===== src/rtl/game_state_ctrl.sv =====
// game_state_ctrl: two-player hand-game round FSM with scoring; define TURN_TIMEOUT_EN to enable per-turn timeout and forfeit
module game_state_ctrl #(
  parameter int TURN_CYCLES  = 200,
  parameter int WIN_SCORE    = 3,
  parameter int JUDGE_CYCLES = 4
) (
  input  logic       clk,
  input  logic       reset_n,
  input  logic       start,
  input  logic       p1_btn,
  input  logic       p2_btn,
  input  logic [3:0] p1_val,
  input  logic [3:0] p2_val,
  output logic [2:0] state,
  output logic [3:0] p1_score,
  output logic [3:0] p2_score,
  output logic [1:0] winner,
  output logic [7:0] timer
);
  localparam logic [2:0] IDLE        = 3'b000;
  localparam logic [2:0] ROUND_START = 3'b001;
  localparam logic [2:0] P1_TURN     = 3'b010;
  localparam logic [2:0] P1_HANDED   = 3'b011;
  localparam logic [2:0] P2_TURN     = 3'b101;
  localparam logic [2:0] P2_HANDED   = 3'b100;
  localparam logic [2:0] JUDGE       = 3'b110;
  localparam logic [2:0] GAME_OVER   = 3'b111;
  localparam logic [3:0] WIN         = 4'(WIN_SCORE);
  localparam logic [3:0] JLAST       = 4'(JUDGE_CYCLES - 1);
  localparam logic [7:0] TLOAD       = 8'(TURN_CYCLES - 1);
`ifdef TURN_TIMEOUT_EN
  localparam bit TO_EN = 1'b1;
`else
  localparam bit TO_EN = 1'b0;
`endif

  logic       start_q, p1_q, p2_q;
  logic       start_ev, p1_ev, p2_ev;
  logic [3:0] p1_lat, p2_lat, jcnt;
  logic       p1_ff, p2_ff;
  logic       timeout;
  logic [2:0] state_nxt;
  logic [3:0] p1_score_nxt, p2_score_nxt, p1_lat_nxt, p2_lat_nxt, jcnt_nxt;
  logic [1:0] winner_nxt;
  logic       p1_ff_nxt, p2_ff_nxt;
  logic [7:0] timer_nxt;
  logic       new_game, enter_judge, p1_pt, p2_pt;

  assign start_ev = start & ~start_q;
  assign p1_ev    = p1_btn & ~p1_q;
  assign p2_ev    = p2_btn & ~p2_q;
  assign timeout  = TO_EN && timer == 8'd0;

  // State register and previous-value flops for edge detection
  always_ff @(posedge clk or negedge reset_n) begin
    if (!reset_n) begin
      state   <= IDLE;
      start_q <= 1'b0;
      p1_q    <= 1'b0;
      p2_q    <= 1'b0;
    end else begin
      state   <= state_nxt;
      start_q <= start;
      p1_q    <= p1_btn;
      p2_q    <= p2_btn;
    end
  end

  // Next-state decision; a press in the same cycle as timeout takes priority
  always_comb begin
    state_nxt = state;
    case (state)
      IDLE:        state_nxt = start_ev ? ROUND_START : IDLE;
      ROUND_START: state_nxt = P1_TURN;
      P1_TURN:     state_nxt = p1_ev ? P1_HANDED : timeout ? JUDGE : P1_TURN;
      P1_HANDED:   state_nxt = P2_TURN;
      P2_TURN:     state_nxt = p2_ev ? P2_HANDED : timeout ? JUDGE : P2_TURN;
      P2_HANDED:   state_nxt = JUDGE;
      JUDGE:       state_nxt = (jcnt != JLAST) ? JUDGE :
                               (p1_score == WIN || p2_score == WIN) ? GAME_OVER : ROUND_START;
      GAME_OVER:   state_nxt = start_ev ? ROUND_START : GAME_OVER;
      default:     state_nxt = IDLE;
    endcase
  end

  // Next values of scores, winner, latches, forfeit flags, judge counter and timer; scoring lands as JUDGE is entered
  always_comb begin
    new_game     = start_ev && (state == IDLE || state == GAME_OVER);
    enter_judge  = state_nxt == JUDGE && state != JUDGE;
    p1_lat_nxt   = (state == ROUND_START) ? 4'd0 : (state == P1_TURN && p1_ev) ? p1_val : p1_lat;
    p2_lat_nxt   = (state == ROUND_START) ? 4'd0 : (state == P2_TURN && p2_ev) ? p2_val : p2_lat;
    p1_ff_nxt    = (state == ROUND_START) ? 1'b0 : (state == P1_TURN && state_nxt == JUDGE) ? 1'b1 : p1_ff;
    p2_ff_nxt    = (state == ROUND_START) ? 1'b0 : (state == P2_TURN && state_nxt == JUDGE) ? 1'b1 : p2_ff;
    p1_pt        = enter_judge && (p2_ff_nxt || (!p1_ff_nxt && p1_lat_nxt > p2_lat_nxt));
    p2_pt        = enter_judge && (p1_ff_nxt || (!p2_ff_nxt && p2_lat_nxt > p1_lat_nxt));
    p1_score_nxt = new_game ? 4'd0 : (p1_pt && p1_score != WIN) ? p1_score + 4'd1 : p1_score;
    p2_score_nxt = new_game ? 4'd0 : (p2_pt && p2_score != WIN) ? p2_score + 4'd1 : p2_score;
    winner_nxt   = new_game ? 2'b00 :
                   (state_nxt == GAME_OVER && state != GAME_OVER) ?
                   ((p1_score == WIN) ? 2'b01 : (p2_score == WIN) ? 2'b10 : 2'b00) : winner;
    jcnt_nxt     = (state == JUDGE) ? jcnt + 4'd1 : 4'd0;
    timer_nxt    = !TO_EN ? 8'd0 :
                   ((state_nxt == P1_TURN || state_nxt == P2_TURN) && state_nxt != state) ? TLOAD :
                   ((state == P1_TURN || state == P2_TURN) && state_nxt == state) ? timer - 8'd1 : 8'd0;
  end

  // Registered datapath: scores, winner, hand latches, forfeit flags, judge counter, turn timer
  always_ff @(posedge clk or negedge reset_n) begin
    if (!reset_n) begin
      p1_score <= 4'd0;
      p2_score <= 4'd0;
      winner   <= 2'b00;
      p1_lat   <= 4'd0;
      p2_lat   <= 4'd0;
      p1_ff    <= 1'b0;
      p2_ff    <= 1'b0;
      jcnt     <= 4'd0;
      timer    <= 8'd0;
    end else begin
      p1_score <= p1_score_nxt;
      p2_score <= p2_score_nxt;
      winner   <= winner_nxt;
      p1_lat   <= p1_lat_nxt;
      p2_lat   <= p2_lat_nxt;
      p1_ff    <= p1_ff_nxt;
      p2_ff    <= p2_ff_nxt;
      jcnt     <= jcnt_nxt;
      timer    <= timer_nxt;
    end
  end
endmodule

===== config.mk =====
export PLATFORM = sky130hd
export DESIGN_NAME = game_state_ctrl
export DESIGN_NICKNAME = d
export VERILOG_FILES = /design/src/rtl/game_state_ctrl.sv
export SDC_FILE = /design/constraint.sdc
export NUM_CORES = 1
export LEC_CHECK = 0
export BUFFER_PORTS_ARGS = -buffer_cell sky130_fd_sc_hd__buf_2
export CAP_MARGIN = 30
export CORE_MARGIN = 2
export CORE_UTILIZATION = 58
export DETAILED_ROUTE_END_ITERATION = 12
export PLACE_DENSITY_LB_ADDON = 0.08
export SYNTH_ARGS = -nofsm -noshare
export SYNTH_HDL_FRONTEND = slang
export SYNTH_SLANG_ARGS = --single-unit

===== constraint.sdc =====
create_clock -name clk -period 6 [get_ports clk]
set_clock_uncertainty 0.2 [all_clocks]
set_input_delay 0.9 -clock clk [delete_from_list [all_inputs] [get_ports clk]]
set_output_delay 0.9 -clock clk [all_outputs]
set_load 0.03 [all_outputs]

# == Word level (Yosys, flattened, before mapping) ==
# Cells that the tools add are included.
# Widths: inputs -> output; s select.
# op_classes
reduce_logical,23
order_cmp,2
bitwise_logic,6
addsub,3
muxes,24
eq_ne,16
# op_table
cell,count
$mux 4,9
$pmux 3 s8,1
$eq 3x3->1 const B,6
$logic_and 1x1->1,13
$add 4x1->4 const B,3
$ne 4x2->1 const B,3
$mux 3,3
$eq 4x2->1 const B,2
$gt 4x4->1,2
$mux 2,4
$mux 1,7
$eq 3x2->1 const B,2
$ne 3x3->1 const B,2
$reduce_bool 2->1,3
$logic_or 1x1->1,4
$and 1x1->1,3
$eq 3x1->1 const B,1
$logic_not 3->1,1
$not 1->1,3
$logic_not 1->1,2
# totals
ff_bits,30
input_bits,13
out_inout_bits,21
word_cells,86

# == Logic depth before layout (Yosys ltp) ==
# logic_depth
depth_word,16
ltp_mapped,11
ltp_nobuf,11

# == Worst setup path before layout ==
# No wires, ideal clock.
# synth_path
path_type,input to register
from,in p1_btn
to,reg p1_score[2]
t_arrival_ns,2.937
cell_stages,10
path_slack_ns,2.786
required_time_ns,5.723
n_path_buf,0
setup_time_ns,0.077
cell_sequence,nand2b_1 -> nor4_4 -> mux2i_1 -> or2_2 -> ha_1 -> nor2b_1 -> o211ai_1 -> a31oi_2 -> or3_1 -> a21oi_1
# synth_between
elab_chain_len,13
elab_cells_between_ends,21
# synth_lines
element,line,text
start: declaration,10,"input logic p1_btn,"
$and 1x1->1 (*),50,assign p1_ev = p1_btn & ~p1_q;
$mux 1,75,P1_TURN: state_nxt = p1_ev ? P1_HANDED : timeout ? JUDGE : P1_TURN;
$pmux 3 s8,72,case (state)
$eq 3x3->1,"89, 92, 93",
$logic_and 1x1->1,92,p1_ff_nxt = (state == ROUND_START) ? 1'b0 : (state == P1_TURN && state_nxt == JUDGE) ? 1'b1 : p1_ff;
$mux 1 (2 in series),92,
$logic_not 1->1,94,p1_pt = enter_judge && (p2_ff_nxt || (!p1_ff_nxt && p1_lat_nxt > p2_lat_nxt));
$logic_and 1x1->1,94,
$logic_or 1x1->1,94,
$logic_and 1x1->1 (*),94,
$logic_and 1x1->1 (*),96,p1_score_nxt = new_game ? 4'd0 : (p1_pt && p1_score != WIN) ? p1_score + 4'd1 : p1_score;
$reduce_bool 2->1 (no line) (*),n/a,
end signal: assignment,120,p1_score <= p1_score_nxt;
end: declaration,15,"output logic [3:0] p1_score,"
# Every way passes the cells marked *; elsewhere a longest branch is shown, timed or not.
# A chain may end at the register's enable or synchronous reset.

# == Worst setup path in the final report ==
# layout_path
from,reg state[1]
to,reg p1_score[2]
# layout_between
elab_chain_len,12
elab_cells_between_ends,34
# layout_lines
element,line,text
start: declaration,14,"output logic [2:0] state,"
start signal: assignment,62,state <= state_nxt;
"$eq 3x3->1, or another cell as far along","72, 88",
$pmux 3 s8,72,
$eq 3x3->1,"89, 92, 93",
$logic_and 1x1->1,92,
$mux 1 (2 in series),92,
$logic_not 1->1,94,
$logic_and 1x1->1,94,
$logic_or 1x1->1,94,
$logic_and 1x1->1,94,
$logic_and 1x1->1,96,
$reduce_bool 2->1 (no line),n/a,
# Several ways; a longest one is shown, not always the timed one.

==> results.md <==
* Status: complete, no violations
* FF-to-FF setup slack at about 2600 ps
* DPL Wire Length at around 2.3 mm
* Max-Cap Viols at 0
* Ant diodes at 0
* Global-route wire length before repair at 5.50 mm
* Mean cell area of the mapped netlist at between 10 and 15 sq um
* WP data required at just over 6000 ps
* Hold Buf Count CTS at 0
* WP buf/inv at 1
* DR pass1 iterations at 4
* Resized cells post-CTS at 0
* Hold path start: jcnt[0]$_DFF_PN0_
* Crit Path Category: register to register
* Die width at between 50 and 60 um
* Initial antenna violation count at 0
* Placer Congestion at 0.820
* Cell chain of the critical path: inv_1, nor4_4, mux2i_1, or2_2, ha_1, nor2b_1, o211ai_1, a31oi_2, or3_1, a21oi_1
* Largest net degree at the start of global routing at 31
* FF-to-FF End: p1_score[2]$_DFFE_PN0P_
* Cell Area, Synth at between 1500 and 2000 sq um
* Commonest non-fill, non-tap cells in the layout: dfrtp_1 (30), buf_2 (25), nor2_1 (20)
* Seq/Total Area, Yosys at between 40% and 50%
* Clk root buf: clkbuf_4
* Critical path endpoint category: register
* Final setup violation count at 0
* Max Transition Viols Final at 0
* Initial core utilization at 60.6%
* Main synth FF type: dfrtp_1
* Layout Nets at approximately 210
* Depth of the worst hold-timing path at 1
* DR DRC count at 0
* Total power at 0.816 mW
* Leakage power at 0.950 nW
* DRT iter0 DRCs at 65
* Reg clk slew, reported paths at around 90 ps
* Post-layout min period at approximately 3400 ps
* Critical path arrival at between 3000 and 4000 ps
* Critical Path Start Type: register
* Max FO, Critical Path at 15
* Worst-Margin Slew at around 660 ps
* Crit Reg-Reg Startpoint: state[1]$_DFF_PN0_
* Unrepaired setup endpoints after global routing: no
* Fmax at ~290 MHz
* Pre-CTS WS at ~2500 ps
* Hold Violations, Final at 0
* VDD IR max at between 400 and 500 uV
* Post-synth EDFFs at 0
* Core region area at between 2000 and 3000 sq um
* Grt total ovfl at 0
* Crit path max-delay cell type: dfrtp_1
* Cells after Synth at around 160
* Number of I/O pins at 34
* WL/cell at approximately 14 um
* Fin crit share at between 50% and 60%
* Post-synth ARST share at 100%
* Sum Neg Setup Slack at 0 ps
* IO Port Bufs at 25
* Fraction of layout cells with a size suffix above 1 at about a quarter
* CTS Sinks at 30
* Setup WS post-layout at roughly 2600 ps
* Worst rel slew slack at ~56%
* # Post-CTS Setup Buffers at 0
* GRT Overall Usage at around 22%
* Synth warnings at 0
* Die height at approximately 58 um
* FP Rows at 19
* Synth unique cells at 42
* CTS tree: yes
* Max Root-Sink Buffers at 2
* Worst-case reg-to-reg path depth at 10
* Min-Delay Endpoint: jcnt[0]$_DFF_PN0_
* Cell family with most CP delay: simple AND/OR/NAND/NOR gates
* CTS Buf Count at 5
* Slowest stage delay, CP at 630 ps
* Via count at 1,252
* Commonest non-fill, non-tap cell in the layout: dfrtp_1
* Number of synthesized register bits at 30
* Final core area utilization at approximately two thirds
* Hold Path Class: register to register
* Clock Latency Late Sink at between 300 and 400 ps
* Power Dens Cells at approximately 440 nW/um^2
* Die Footprint at 3330 sq um
* Synthesis-to-layout area growth at 10.3%
* Routed WL at around 3.0 mm
* Via density at 5.59
* CTS H-tree depth at 2
* Number of global-route vias before repair at approximately 1,300
* Antenna Nets Post-Route at 0
==> where the power goes <==
part	switching [mW]	internal, mW	total (mW)
combinational	0.227	0.146	0.374
clock	0.0662	0.0567	0.123
sequential	0.0679	0.251	0.319
==> metrics by stage <==
stage,hold WS (ps),cells,instance area [sq um]
finish,257,224,1840
global route,287,224,1840
CTS,262,224,1840
detailed placement,249,216,1780
global placement,253,216,1780
floorplan,231,171,1700
==> cell usage after synthesis (2+ instances only) <==
cell type | n | area (sq um)
nand3_1 | 4 | 20.0
nand2b_1 | 4 | 25.0
nor3_1 | 3 | 15.0
or3_1 | 2 | 12.5
nor3b_1 | 2 | 15.0
mux2i_1 | 14 | 140
dfrtp_1 | 30 | 751
nor3b_2 | 3 | 37.5
o211ai_1 | 2 | 15.0
inv_1 | 7 | 26.3
o21ai_0 | 4 | 20.0
o21ai_1 | 2 | 10.0
a211oi_2 | 2 | 25.0
or2_2 | 5 | 31.3
buf_4 | 9 | 67.6
ha_1 | 7 | 87.6
buf_2 | 2 | 10.0
a21oi_1 | 4 | 20.0
or3b_1 | 2 | 17.5
nand2_1 | 15 | 56.3
nor2_1 | 20 | 75.1
==> cells by family (layout without fill, tap and decap cells) <==
kind of cell | Yosys count | after routing | synth area share (%)
buf+inv | 18 | 40 | 6.21
compound gates | 23 | 23 | 10.7
flops | 30 | 30 | 44.9
mux | 14 | 14 | 8.38
other cells | 1 | 8 | 0.224
fa+ha+maj | 7 | 7 | 5.24
simple gates | 69 | 69 | 23.3
xor+xnor | 2 | 2 | 1.05
==> state kept, by name (all words and copies together) (netlist names), 2 cells and up <==
name,cells
p1_lat,4
jcnt,4
p1_score,4
winner,2
p2_lat,4
p2_score,4
state,3
==> worst max-delay path by stage <==
stage	cells after the start	slack, ps	endpoint	from
floorplan	10	2790	p1_score[2]$_DFFE_PN0P_	p1_btn
global placement	11	2580	p1_score[2]$_DFFE_PN0P_	p1_btn
detailed placement	11	2470	p1_score[2]$_DFFE_PN0P_	p1_btn
CTS	10	2600	p1_score[2]$_DFFE_PN0P_	state[1]$_DFF_PN0_
global route	10	2310	p1_score[2]$_DFFE_PN0P_	state[1]$_DFF_PN0_
finish	10	2600	p1_score[2]$_DFFE_PN0P_	state[1]$_DFF_PN0_
==> area by class of cell <==
type / instances / area (sq um)
inverter: 7 / 26.3
clock buffer: 7 / 55.1
fill: 231 / 913
sequential: 30 / 751
clock inverter: 1 / 5.00
tap: 31 / 38.8
multi-input combinational: 123 / 843
timing repair buffer: 25 / 125
==> routing by layer <==
| layer | track usage [%] | routed length (um) |
|---|---|---|
| met1 | 25.6 | 1320 |
| met2 | 37.0 | 1530 |
| met3 | 5.36 | 151 |
| met4 | 10.6 | 41 |
| met5 | 0 | 0 |
Power figures use the tool's default switching activity.
